**src/rtl/mem_port_arbiter_if.sv**
```systemverilog
// Request/grant and memory-side signals shared by the CPU, the debug port and the memory.
// The arbiter takes the slave view; requesters and the memory model take the master view.
interface mem_port_arbiter_if #(
  parameter int AW = 32,
  parameter int DW = 32
);
  logic          cpu_req;
  logic          cpu_we;
  logic [AW-1:0] cpu_addr;
  logic [DW-1:0] cpu_wdata;
  logic          cpu_gnt;
  logic          cpu_rvalid;
  logic [DW-1:0] cpu_rdata;
  logic          cpu_stall;

  logic          dbg_req;
  logic          dbg_we;
  logic [AW-1:0] dbg_addr;
  logic [DW-1:0] dbg_wdata;
  logic          dbg_gnt;
  logic          dbg_rvalid;
  logic [DW-1:0] dbg_rdata;

  logic          mem_en;
  logic          mem_we;
  logic [AW-1:0] mem_addr;
  logic [DW-1:0] mem_wdata;
  logic [DW-1:0] mem_rdata;

  modport master (
    output cpu_req, cpu_we, cpu_addr, cpu_wdata,
    input  cpu_gnt, cpu_rvalid, cpu_rdata, cpu_stall,
    output dbg_req, dbg_we, dbg_addr, dbg_wdata,
    input  dbg_gnt, dbg_rvalid, dbg_rdata,
    input  mem_en, mem_we, mem_addr, mem_wdata,
    output mem_rdata
  );

  modport slave (
    input  cpu_req, cpu_we, cpu_addr, cpu_wdata,
    output cpu_gnt, cpu_rvalid, cpu_rdata, cpu_stall,
    input  dbg_req, dbg_we, dbg_addr, dbg_wdata,
    output dbg_gnt, dbg_rvalid, dbg_rdata,
    output mem_en, mem_we, mem_addr, mem_wdata,
    input  mem_rdata
  );
endinterface

```
**src/rtl/mem_port_arbiter.sv**
```systemverilog
// Two-requester arbiter for the unified MIPS memory: zero-latency grant, bounded-burst
// fairness between CPU and debug port, and read-data steering one cycle after the grant.
module mem_port_arbiter #(
  parameter int AW       = 32,
  parameter int DW       = 32,
  parameter int MAXBURST = 4
) (
  input  logic             clk,
  input  logic             rst,
  mem_port_arbiter_if.slave bus
);
  localparam int            CW      = $clog2(MAXBURST + 1);
  localparam logic [CW-1:0] CNT_MAX = CW'(MAXBURST);

  typedef enum logic [1:0] {
    OWN_NONE = 2'd0,
    OWN_CPU  = 2'd1,
    OWN_DBG  = 2'd2
  } owner_e;

  owner_e        r_owner;
  owner_e        r_rd_owner;
  logic [CW-1:0] r_cnt;

  owner_e        w_sel;
  logic [CW-1:0] w_cnt_nxt;
  logic          w_at_max;
  logic          w_mem_we;
  logic [AW-1:0] w_mem_addr;
  logic [DW-1:0] w_mem_wdata;

  assign w_at_max = (r_cnt == CNT_MAX);

  // NOTE: every always_comb output gets a default first so no path can infer a latch.
  always_comb begin
    w_sel = OWN_NONE;
    if (rst) begin
      w_sel = OWN_NONE;
    end else if (r_owner == OWN_CPU && bus.cpu_req && !(bus.dbg_req && w_at_max)) begin
      w_sel = OWN_CPU;
    end else if (r_owner == OWN_DBG && bus.dbg_req && !(bus.cpu_req && w_at_max)) begin
      w_sel = OWN_DBG;
    end else if (bus.cpu_req && bus.dbg_req) begin
      // Contention: hand over to whoever is not the current owner; CPU wins from idle.
      w_sel = (r_owner == OWN_CPU) ? OWN_DBG : OWN_CPU;
    end else if (bus.cpu_req) begin
      w_sel = OWN_CPU;
    end else if (bus.dbg_req) begin
      w_sel = OWN_DBG;
    end
  end

  always_comb begin
    w_cnt_nxt = '0;
    if (w_sel == OWN_NONE) begin
      w_cnt_nxt = '0;
    end else if (w_sel != r_owner) begin
      w_cnt_nxt = CW'(1);
    end else if (w_at_max) begin
      w_cnt_nxt = r_cnt;
    end else begin
      w_cnt_nxt = r_cnt + CW'(1);
    end
  end

  always_comb begin
    w_mem_we    = 1'b0;
    w_mem_addr  = '0;
    w_mem_wdata = '0;
    case (w_sel)
      OWN_CPU: begin
        w_mem_we    = bus.cpu_we;
        w_mem_addr  = bus.cpu_addr;
        w_mem_wdata = bus.cpu_wdata;
      end
      OWN_DBG: begin
        w_mem_we    = bus.dbg_we;
        w_mem_addr  = bus.dbg_addr;
        w_mem_wdata = bus.dbg_wdata;
      end
      default: ;
    endcase
  end

  // NOTE: sequential state uses non-blocking assignments so all registers update together.
  always_ff @(posedge clk) begin
    if (rst) begin
      r_owner    <= OWN_NONE;
      r_cnt      <= '0;
      r_rd_owner <= OWN_NONE;
    end else begin
      r_owner    <= w_sel;
      r_cnt      <= w_cnt_nxt;
      r_rd_owner <= (w_sel != OWN_NONE && !w_mem_we) ? w_sel : OWN_NONE;
    end
  end

  assign bus.cpu_gnt   = (w_sel == OWN_CPU);
  assign bus.dbg_gnt   = (w_sel == OWN_DBG);
  assign bus.cpu_stall = bus.cpu_req && (w_sel != OWN_CPU);

  assign bus.mem_en    = (w_sel != OWN_NONE);
  assign bus.mem_we    = w_mem_we;
  assign bus.mem_addr  = w_mem_addr;
  assign bus.mem_wdata = w_mem_wdata;

  // A read landing while reset is held is discarded rather than returned.
  assign bus.cpu_rvalid = !rst && (r_rd_owner == OWN_CPU);
  assign bus.dbg_rvalid = !rst && (r_rd_owner == OWN_DBG);
  assign bus.cpu_rdata  = bus.cpu_rvalid ? bus.mem_rdata : '0;
  assign bus.dbg_rdata  = bus.dbg_rvalid ? bus.mem_rdata : '0;
endmodule

```
**src/flat_wrapper.sv**
```systemverilog
// flat-port wrapper written by rule: the top's interface ports become plain ports
module mem_port_arbiter_flat 
#(
  parameter int AW       = 32,
  parameter int DW       = 32,
  parameter int MAXBURST = 4
)
  (clk, rst, bus_cpu_req, bus_cpu_we, bus_cpu_addr, bus_cpu_wdata, bus_cpu_gnt, bus_cpu_rvalid, bus_cpu_rdata, bus_cpu_stall, bus_dbg_req, bus_dbg_we, bus_dbg_addr, bus_dbg_wdata, bus_dbg_gnt, bus_dbg_rvalid, bus_dbg_rdata, bus_mem_en, bus_mem_we, bus_mem_addr, bus_mem_wdata, bus_mem_rdata);
  mem_port_arbiter_if #(.AW(AW), .DW(DW)) bus_i ();
  input  logic clk;
  input  logic rst;
  input wire logic [$bits(bus_i.cpu_req)-1:0] bus_cpu_req;
  input wire logic [$bits(bus_i.cpu_we)-1:0] bus_cpu_we;
  input wire logic [$bits(bus_i.cpu_addr)-1:0] bus_cpu_addr;
  input wire logic [$bits(bus_i.cpu_wdata)-1:0] bus_cpu_wdata;
  output wire logic [$bits(bus_i.cpu_gnt)-1:0] bus_cpu_gnt;
  output wire logic [$bits(bus_i.cpu_rvalid)-1:0] bus_cpu_rvalid;
  output wire logic [$bits(bus_i.cpu_rdata)-1:0] bus_cpu_rdata;
  output wire logic [$bits(bus_i.cpu_stall)-1:0] bus_cpu_stall;
  input wire logic [$bits(bus_i.dbg_req)-1:0] bus_dbg_req;
  input wire logic [$bits(bus_i.dbg_we)-1:0] bus_dbg_we;
  input wire logic [$bits(bus_i.dbg_addr)-1:0] bus_dbg_addr;
  input wire logic [$bits(bus_i.dbg_wdata)-1:0] bus_dbg_wdata;
  output wire logic [$bits(bus_i.dbg_gnt)-1:0] bus_dbg_gnt;
  output wire logic [$bits(bus_i.dbg_rvalid)-1:0] bus_dbg_rvalid;
  output wire logic [$bits(bus_i.dbg_rdata)-1:0] bus_dbg_rdata;
  output wire logic [$bits(bus_i.mem_en)-1:0] bus_mem_en;
  output wire logic [$bits(bus_i.mem_we)-1:0] bus_mem_we;
  output wire logic [$bits(bus_i.mem_addr)-1:0] bus_mem_addr;
  output wire logic [$bits(bus_i.mem_wdata)-1:0] bus_mem_wdata;
  input wire logic [$bits(bus_i.mem_rdata)-1:0] bus_mem_rdata;
  assign bus_i.cpu_req = bus_cpu_req;
  assign bus_i.cpu_we = bus_cpu_we;
  assign bus_i.cpu_addr = bus_cpu_addr;
  assign bus_i.cpu_wdata = bus_cpu_wdata;
  assign bus_cpu_gnt = bus_i.cpu_gnt;
  assign bus_cpu_rvalid = bus_i.cpu_rvalid;
  assign bus_cpu_rdata = bus_i.cpu_rdata;
  assign bus_cpu_stall = bus_i.cpu_stall;
  assign bus_i.dbg_req = bus_dbg_req;
  assign bus_i.dbg_we = bus_dbg_we;
  assign bus_i.dbg_addr = bus_dbg_addr;
  assign bus_i.dbg_wdata = bus_dbg_wdata;
  assign bus_dbg_gnt = bus_i.dbg_gnt;
  assign bus_dbg_rvalid = bus_i.dbg_rvalid;
  assign bus_dbg_rdata = bus_i.dbg_rdata;
  assign bus_mem_en = bus_i.mem_en;
  assign bus_mem_we = bus_i.mem_we;
  assign bus_mem_addr = bus_i.mem_addr;
  assign bus_mem_wdata = bus_i.mem_wdata;
  assign bus_i.mem_rdata = bus_mem_rdata;
  mem_port_arbiter #(.AW(AW), .DW(DW), .MAXBURST(MAXBURST)) u_core (.clk(clk), .rst(rst), .bus(bus_i));
endmodule
```
**config.mk**
```make
export PLATFORM = sky130hd
export DESIGN_NAME = mem_port_arbiter_flat
export DESIGN_NICKNAME = d
export VERILOG_FILES = /design/src/rtl/mem_port_arbiter_if.sv /design/src/rtl/mem_port_arbiter.sv /design/src/flat_wrapper.sv
export SDC_FILE = /design/constraint.sdc
export NUM_CORES = 1
export LEC_CHECK = 0
export ABC_CLOCK_PERIOD_IN_PS = 3000
export CAP_MARGIN = 20
export CORE_AREA = 2 2 118 120
export DETAILED_ROUTE_END_ITERATION = 12
export DIE_AREA = 0 0 120 122
export HOLD_SLACK_MARGIN = 0.03
export SETUP_SLACK_MARGIN = 0.15
export SLEW_MARGIN = 20
export SYNTH_ARGS = -nofsm -noshare
export SYNTH_HDL_FRONTEND = slang
export SYNTH_SLANG_ARGS = --single-unit
```
**constraint.sdc**
```tcl
create_clock -name clk -period 3 [get_ports clk]
set_input_delay 0.45 -clock clk [delete_from_list [all_inputs] [get_ports clk]]
set_output_delay 0.45 -clock clk [all_outputs]
set_load 0.01 [all_outputs]
```
After elaboration in Yosys (flattened, before gate mapping)
Cells that the tools add are included.
{"block": "op_classes", "n_addsub": 1, "n_eq_ne": 10, "mux": 14, "bitwise": 1, "n_reduce_logical": 20}
{"cell": "32-bit one-hot mux with 2 select lines", "n": 2}
{"cell": "32-bit two-way mux", "n": 2}
{"cell": "2-bit two-way mux", "n": 7}
{"cell": "1-bit logical AND", "n": 11}
{"cell": "2-bit by 1-bit == test with 1-bit output, second input constant", "n": 3}
{"cell": "2-bit == test, second input constant", "n": 3}
{"cell": "1-bit zero test", "n": 4}
{"cell": "2-bit OR reduction", "n": 2}
{"cell": "3-bit by 1-bit adder with 3-bit output, second input constant", "n": 1}
{"cell": "3-bit == test, second input constant", "n": 1}
{"cell": "3-bit OR reduction", "n": 1}
{"cell": "2-bit zero test", "n": 1}
{"cell": "1-bit two-way mux", "n": 2}
{"cell": "2-bit by 1-bit != test with 1-bit output, second input constant", "n": 1}
{"cell": "2-bit != test", "n": 1}
{"cell": "2-bit != test, second input constant", "n": 1}
{"cell": "1-bit one-hot mux with 2 select lines", "n": 1}
{"cell": "2-bit nonzero test", "n": 1}
{"cell": "1-bit NOT", "n": 1}
{"block": "totals", "ff_bits": 7, "output_inout_bits": 135, "elab_cells": 50}

Depth between registers and ports, before layout
Gate-level depths: netlist of run 1.
{"block": "logic_depth", "word_depth": 13, "ltp_mapped": 10}

Least setup slack after synthesis of run 1
No wires, ideal clock.
{"block": "synth_path", "kind": "register to output", "start": "register u_core.r_cnt[0]", "end": "output port bus_mem_addr[0]", "arrival_time_ns": 2.120, "t_required_ns": 2.550, "setup_slack_ns": 0.430, "stages_incl_launch_ff": 11, "path_buffers": 2, "cell_sequence": "dfxtp_1 inv_1 ha_1 nand2_1 o2bb2ai_2 a211o_2 ha_1 inv_1 buf_2 clkbuf_1 nor2_1"}
{"block": "synth_via", "elab_chain_cells": 9, "elab_cells_between_ends": 13, "cone_classes": "eq/ne: 3; mux: 4; reduce/logical: 6"}
{"item": "from (decl)", "line_no": "mem_port_arbiter.sv:23", "text": "logic [CW-1:0] r_cnt;"}
{"item": "from (signal assigned)", "line_no": "mem_port_arbiter.sv:93", "text": "r_cnt <= w_cnt_nxt;"}
{"item": "3-bit == test *", "line_no": "mem_port_arbiter.sv:32", "text": "assign w_at_max = (r_cnt == CNT_MAX);"}
{"item": "1-bit logical AND", "line_no": "mem_port_arbiter.sv:41", "text": "end else if (r_owner == OWN_DBG && bus.dbg_req && !(bus.cpu_req && w_at_max)) begin"}
{"item": "1-bit zero test", "line_no": "mem_port_arbiter.sv:41"}
{"item": "1-bit logical AND", "line_no": "mem_port_arbiter.sv:41"}
{"item": "2-bit two-way mux", "line_no": "mem_port_arbiter.sv:41"}
{"item": "2-bit two-way mux *", "line_no": "mem_port_arbiter.sv:39", "text": "end else if (r_owner == OWN_CPU && bus.cpu_req && !(bus.dbg_req && w_at_max)) begin"}
{"item": "2-bit two-way mux *", "line_no": "mem_port_arbiter.sv:37", "text": "if (rst) begin"}
{"item": "2-bit == test or 2-bit by 1-bit == test with 1-bit output (tied branches)", "line_no": "mem_port_arbiter.sv:70", "text": "case (w_sel)"}
{"item": "32-bit one-hot mux with 2 select lines *", "line_no": "mem_port_arbiter.sv:70"}
{"item": "to (decl)", "line_no": "flat_wrapper.sv:29", "text": "output wire logic [$bits(bus_i.mem_addr)-1:0] bus_mem_addr;"}
Mark *: on every way between the ends. The rest lies on a longest branch, timed or not.

Worst setup path after layout of run 1
{"block": "layout_path", "start": "input port rst", "end": "output port bus_dbg_rdata[22]"}
{"block": "layout_via", "elab_chain_cells": 3}
{"item": "from (decl)", "line_no": "flat_wrapper.sv:11", "text": "input logic rst;"}
{"item": "1-bit zero test", "line_no": "mem_port_arbiter.sv:109", "text": "assign bus.dbg_rvalid = !rst && (r_rd_owner == OWN_DBG);"}
{"item": "1-bit logical AND", "line_no": "mem_port_arbiter.sv:109"}
{"item": "32-bit two-way mux", "line_no": "mem_port_arbiter.sv:111", "text": "assign bus.dbg_rdata = bus.dbg_rvalid ? bus.mem_rdata : '0;"}
{"item": "to (decl)", "line_no": "flat_wrapper.sv:26", "text": "output wire logic [$bits(bus_i.dbg_rdata)-1:0] bus_dbg_rdata;"}
Every way passes these cells.

==> summary by stage, run 1 <==
Floorplan
The floorplan die width is 120 µm. The die footprint is 0.0146 mm². For this design the top-level I/O count stands at around 300. The cell row count is between 40 and 50. Once the floorplan was initialized, standard cells occupied 13.2% of the core.

The die is 122 µm tall. The core region is 0.0135 mm².

Hold path
The endpoint with the worst hold slack is u_core.r_cnt[1]. The number of cells traversed by the worst hold path is 2. The min-delay analysis places its worst path in the category flop to flop. The worst hold path begins at u_core.r_cnt[1].

Layout
The count of non-filler cells in the finished layout is 761. For this run, the post-layout net count is 753. The total of fill cells in the finished design is 1380. The number of antenna cells inserted is 0. The area added between synthesis and finish is 200%.

Summing all non-filler instances in the final layout gives an area of 0.00537 mm². Of the cells placed in the final design, the portion with a size suffix greater than 1 is around 17%.

Place
Once placement finished, the instance area stood at ~0.005 mm². OpenSTA, run right after detailed placement, puts the worst setup slack at -0.130 ns. Routability-driven placement finished with a final weighted congestion of 0.726. The wire-length estimate of the detail-placed layout is 10200 µm. The number of placed instances with taps included is 747. The count of buffers added on input and output ports is 300.

Route
The number of remaining DRC errors is 0. The total length of routed met3 wires is 1140 µm. The final route contains 3319 vias. After the first detailed-routing iteration, the DRC count stood at 112. For this block, wires on met1 add up to 4480 µm. The mean number of vias per cell is between 4 and 5.

The first-pass detailed-route iteration total is 4. The final routed wire length divided by cell count is 16.9 µm. For this block, the routed nets add up to 12900 µm of wire. The highest routing layer actually used is met4. The count of nets left with antenna violations once routing finished came out at 0. The routed design uses 7150 µm of met2 wire.

Synth
For this run, the number of Yosys warnings is 0. The top-area cell type share of the netlist area is 27.7%. The number of nets produced by synthesis is 447. Yosys attributes the largest share of cell area to a22oi_1 28%, and2_1 22%, nor2_1 14%.

The post-synthesis instance area is 0.00179 mm². The synthesized design spends more area on one cell type than any other, namely a22oi_1. The number of flip-flops and latches in the synthesized netlist is 7. The most common flop cell mapped by yosys is dfxtp_1. Sorting the synthesized cells by how often they occur yields 69 x nor2_1, 66 x a22oi_1, 64 x and2_1, 15 x buf_2, 8 x clkbuf_1. The number of flops mapped to enable cells by yosys is 0. The average instance area after synthesis is between 6 and 7 µm².

After technology mapping, the gate count stands at between 200 and 300. By instance count, the leading cell after synthesis is nor2_1. The sequential fraction of the synthesis area is 7.83%. For this run, asynchronously set or reset flops after synthesis account for 0%. The number of distinct standard cells referenced by the synthesized netlist is 33.

STA
The final worst-path setup slack is 0.119 ns. The final critical delay including setup and external delays is 2.88 ns. The maximum achievable frequency is ~0.35 GHz. The actual slew at the worst max-slew pin is 0.374 ns. The final-report setup violation count is 0. The final-report hold violation count is 0. The tightest hold path in the finished design has a slack of 0.587 ns. The setup clock skew after layout is 0.000991 ns.

Setup repair after global routing could not meet its margin everywhere. The number of max-slew violations in the final report is 0. The setup TNS is 0 ns.

The period utilization is 96.0%. The remaining max-slew budget at the tightest pin is 75.1%.

Clock network
The deepest clock path buffer count is 2. CTS placed an instance of clkbuf_16 at the clock tree root. The later pin in the worst-skew pair is clocked with a latency of 0.23 ns.

The clock transition at the registers of the reported paths is 0.04 ns. TritonCTS built the clock tree. In this run the number of H-tree levels came out at 1. After clock tree synthesis, the flow added hold-fix buffers numbering 0.

Counting the buffers created by CTS gives 3. Clock tree synthesis found a total of 7 sinks.

Critical path
The endpoint of the worst-slack reg-to-reg timing path is u_core.r_rd_owner[0]. The data arrival time of the critical path is between 2 and 2.5 ns. The type of the setup path with the least slack is input pin to output port. STA classifies the critical path startpoint as an input pin. The worst register-to-register path begins at u_core.r_cnt[0]. Along the worst path, the maximum fanout reaches 16. For the worst setup path, the data required time is 2.55 ns. The worst setup path is captured at an output port. The slack of the worst reg-to-reg path is 0.57 ns.

Measured in cells, the most critical reg-to-reg path has a length of 12.

GRT
The largest net degree at the start of global routing is 44. Global routing used 15.2% of the available tracks across all layers. The via count of the first global-routing pass is 3211. The first global-routing pass estimated ~17000 µm of wire. The overflow left after global routing is 0. The number of antenna violations at the first check in global routing was 0.

Power
The worst-case IR drop observed on VDD is 0.000143 V. The static leakage is 0.00256 µW. The power per cell area is 167 mW/mm².

Run
The max-cap violation count is 0.

Status
The flow ran to the end, and the final reports show no timing, DRC or antenna violations.
[power breakdown]
part           switching (µW)  internal [µW]
registers                3.90           97.4
clock network            51.8            177
logic                     216            353
total                     271            627
[cell families (layout without fill, tap and decap cells)]
family	count (synthesis)	count (layout)	share of synthesized area, %
simple gates	146	146	43.8
compound gates	84	84	35.8
buf+inv	33	338	8.46
flops	7	7	7.83
fa+ha+maj	5	5	3.50
mux	1	1	0.559
[critical path, stage by stage]
cell	delay [ns]
clkdlybuf4s50_1	0.46
buf_4	0.18
buf_4	0.18
nor3b_4	0.17
buf_4	0.17
clkbuf_16	0.16
and2_1	0.13
clkdlybuf4s50_1	0.53
[worst max-delay path by stage]
stage / from / to / slack, ns
4_1_cts: bus_dbg_req / bus_dbg_gnt / 0.12
5_1_grt: rst / bus_dbg_rdata[22] / 0.06
2_1_floorplan: u_core.r_cnt[0] / bus_mem_addr[0] / 0.43
3_3_place_gp: bus_dbg_req / bus_mem_wdata[29] / -0.11
6_report: rst / bus_dbg_rdata[22] / 0.12
3_5_place_dp: bus_dbg_req / bus_mem_wdata[29] / -0.13
[timing repair]
item | in CTS | in global routing
setup buffers | 3 | 3
gates cloned | 2 | 2
pin swaps | 3 | 2
endpoints found under the setup margin | 67 | 121
gates resized for setup | 135 | 66
[stage by stage]
stage               utilization [%]  power [µW]
floorplan                         -         260
global placement               38.0         634
detailed placement             38.0         638
CTS                            39.8         901
global route                   39.7         946
finish                         39.7         898
[layer usage]
metal	GRT usage (%)	vias to the layer above
li1	-	1581
met1	15.6	1538
met2	31.4	192
met3	3.46	8
met4	2.43	0
met5	0	-
[state kept, by name (all words and copies together) (netlist names)]
register	cells
u_core.r_cnt	3
u_core.r_owner	2
u_core.r_rd_owner	2
[cell type report]
| class | count | area (µm²) | area share, % |
|---|---|---|---|
| clock buffer | 4 | 78.8 | 1.47 |
| inverter | 5 | 21.3 | 0.396 |
| multi-input combinational | 236 | 1610 | 29.9 |
| sequential | 7 | 144 | 2.68 |
| tap | 180 | 225 | 4.20 |
| timing repair buffer | 329 | 3290 | 61.3 |
[cells in the final DEF (no fill, tap or decap), types with 3 or more instances in the layout]
cell	instances
a211oi_1	4
a22oi_1	62
a22oi_2	4
and2_1	64
buf_12	10
buf_2	21
buf_4	16
clkbuf_16	5
clkbuf_2	9
clkdlybuf4s15_2	3
clkdlybuf4s50_1	212
dfxtp_1	4
dfxtp_2	3
dlygate4sd2_1	31
dlymetal6s2s_1	23
ha_4	3
nor2_1	66
nor2_2	3
Note: power is estimated with default switching activity, not from simulation.
==> inputs of run 2 (changes only) <==
GPL_ROUTABILITY_DRIVEN = 0   (was default)
==> results of run 2 <==
Same layout as run 1: the final DEF is identical, and so are final timing and power.
==> inputs of run 3 (changes only) <==
CTS_CLUSTER_SIZE = 24   (was default)
GPL_TIMING_DRIVEN = 0   (was default)
==> summary by stage, run 3 (synthesis results as in run 1) <==
Layout
For this run, the share of the core covered by cells in the final layout is 42.3%. The most flop-heavy register is u_core.r_cnt. In the final layout, the registers with the most flip-flops are u_core.r_cnt (3), u_core.r_owner (2), u_core.r_rd_owner (2). The share of layout cells above drive strength 1 is approximately 29%. In the final design database the tool counted between 700 and 800 nets.

Compared with the post-synthesis result, the final layout area differs by 219%. The library cell used most frequently in the layout, excluding fill and tap cells, is clkdlybuf4s50_1. The top cell types in the final layout, fill and taps aside, are 187 x clkdlybuf4s50_1, 64 x and2_1, 58 x nor2_1. The number of flip-flops in the largest register is 3. The repair_antennas step left the layout with diodes totalling 0.

STA
Counting I/O delays and the setup requirement, the final critical path takes 2.85 ns. The final-report hold violation count was 0. The final-report setup violation count is 0. The number of max-slew violations in the final report was 0. The period utilization is 94.9%. Setup repair after global routing could not meet its margin everywhere. The actual slew at the worst max-slew pin is ~0.38 ns.

The worst pin sits at a relative slew slack of 74.9%. The maximum achievable frequency is 0.351 GHz. For the final database, setup skew stands at 0.00489 ns.

Clock network
The number of clock sinks is 7. After clock tree synthesis, the clock-pin slew on the worst setup and hold paths is 0.04 ns. The library cell used as clock root buffer is clkbuf_16.

In this run the number of H-tree levels came out at 1. The CTS tree is built. The clock reaches the later pin of the worst-skew pair after 0.24 ns. The number of clock buffers inserted by TritonCTS is 3. The longest clock path from root to sink contains 2 buffers.

The number of buffers added to fix hold violations after cts is 0.

Power
The peak supply drop is 0.000141 V. The power after layout is between 900 and 1000 µW. For this design the total switching power over the nets is 298 µW. The analysis attributes to cell leakage a power of 0.00305 µW. For this design the ratio of total power to cell area is 169 mW/mm². The power share of the clock group is 24.0%.

Internal power comes to 667 µW. Per report_power, the sequential group accounts for 10.5% of the total. The combinational share of power is 65.5%. Net switching is 30.9% of the power.

Floorplan
The cell row count is 43. The number of primary I/O pins is 301. In this run the vertical extent of the chip is ~120 µm. The starting density of the core is 13.2%. The floorplan die width is 120 µm. The area of the placeable core is 0.0135 mm².

The floorplan step defined a die boundary enclosing about 0.015 mm².

Critical path
The type of the setup path with the least slack is flop to output port. The critical path ends at bus_mem_addr[3]. The element type at the critical path start is a flop. The number of cells on the worst reg-to-reg path is 11.

The required time reported for the critical path endpoint is 2.55 ns. The endpoint of the worst-slack reg-to-reg timing path is u_core.r_rd_owner[1]. The element type at the critical path end is an output port.

The worst register-to-register path begins at u_core.r_cnt[0]. The largest fanout of any net on the critical path is 10. The slack of the worst reg-to-reg path is 0.74 ns. The data arrival time of the critical path is 2.40 ns. The most critical setup path has its startpoint at u_core.r_cnt[0].

GRT
The first global-routing pass estimated between 15000 and 20000 µm of wire. The number of antenna violations at the first check in global routing is 0. The largest net degree at the start of global routing is 11.

The overflow left after global routing is 0. The via count of the first global-routing pass is 3513. The total track usage is 16.4%.

Route
The number of remaining DRC errors is 0. The via count is 3400. The first detailed-routing pass took 6 iterations.

After detailed routing, the average wire length per cell comes to 17.1 µm. For this block, the initial DRC count from the detailed router was between 90 and 100. The final wirelength is around 13000 µm. The remaining number of nets flagged by the antenna check after routing is 0. Dividing the detail-routed via count by the number of cells gives between 4 and 5.

Hold path
The tightest min-delay check is of the input pin to flop type.

Status
The run finished with clean final reports.

Run
Max-cap violations in this run came to 0.

Place
The final HPWL from detailed placement is 10800 µm. The number of I/O port buffers is 300.
==> run 3: changes by cell type in the layout (fill, tap and decap cells not counted), sizes merged <==
cell / previous run / this run
clkdlybuf4s50: 212 / 187
clkdlybuf4s15: 3 / 1
buf: 49 / 76
bufbuf: 0 / 1
dlygate4sd2: 31 / 3
clkbuf: 15 / 42
dlymetal6s2s: 23 / 45
==> run 3: worst max-delay path: stages, from the launching register on <==
cell and delay, ns:
dfxtp_2 0.33, inv_2 0.06, ha_4 0.17, nand3_2 0.12
o2bb2ai_4 0.22, a211oi_2 0.11, ha_2 0.24, buf_4 0.15
buf_4 0.13, clkbuf_8 0.16, a22oi_1 0.17, nor2_1 0.06
clkdlybuf4s15_2 0.23
==> run 3: worst min-delay path by stage <==
stage                          startpoint           endpoint  slack (ns)  depth (start not counted)
after global routing                  rst  u_core.r_owner[0]        0.62                          3
after floorplan               bus_cpu_req  u_core.r_owner[1]        0.54                          1
after detailed placement  u_core.r_cnt[1]    u_core.r_cnt[1]        0.62                          2
after global placement    u_core.r_cnt[1]    u_core.r_cnt[1]        0.58                          2
final                                 rst  u_core.r_owner[0]        0.58                          3
after CTS                 u_core.r_cnt[1]    u_core.r_cnt[1]        0.63                          2
==> run 3: routing by layer <==
layer,wire [µm],GRT usage (%),up-vias
met3,1110,3.60,15
met1,4720,16.9,1547
met2,7390,33.8,207
li1,-,-,1631
met4,195,2.50,0
met5,0,0,-
==> run 3: repair_timing <==
action,4_1_cts,5_1_grt
pin swaps,6,14
resized for setup,247,190
setup endpoints to repair,68,124
cloned,3,3
setup buffers,11,6
==> run 3: per-stage QoR <==
| stage | TNS (ns) | instances | hold slack (ns) | setup slack (ns) | cell area, µm² |
|---|---|---|---|---|---|
| after global routing | 0 | 783 | 0.625 | 0.0858 | 5710 |
| after detailed placement | -47.32 | 756 | 0.618 | -0.949 | 5020 |
| after floorplan | 0 | 276 | 0.541 | 0.430 | 1790 |
| after global placement | -43.11 | 756 | 0.581 | -0.865 | 5020 |
| after CTS | 0 | 774 | 0.626 | 0.0587 | 5560 |
| final | 0 | 783 | 0.585 | 0.152 | 5710 |
==> run 3: power groups by stage <==
stage,Combinational (µW),Clock [µW],Sequential (µW)
final,632,231,101
after global routing,676,238,101
after CTS,609,233,101
after detailed placement,520,0,102
after global placement,514,0,101
after floorplan,159,0,101
==> run 3: layout make-up <==
cell class | instances | area (µm²)
fillers | 1363 | 7800
repair buffers | 323 | 3070
multi-input cells | 236 | 1740
plain buffers | 28 | 425
well taps | 180 | 225
flip-flops and latches | 7 | 145
clock buffers | 4 | 78.8
inverters | 5 | 21.3
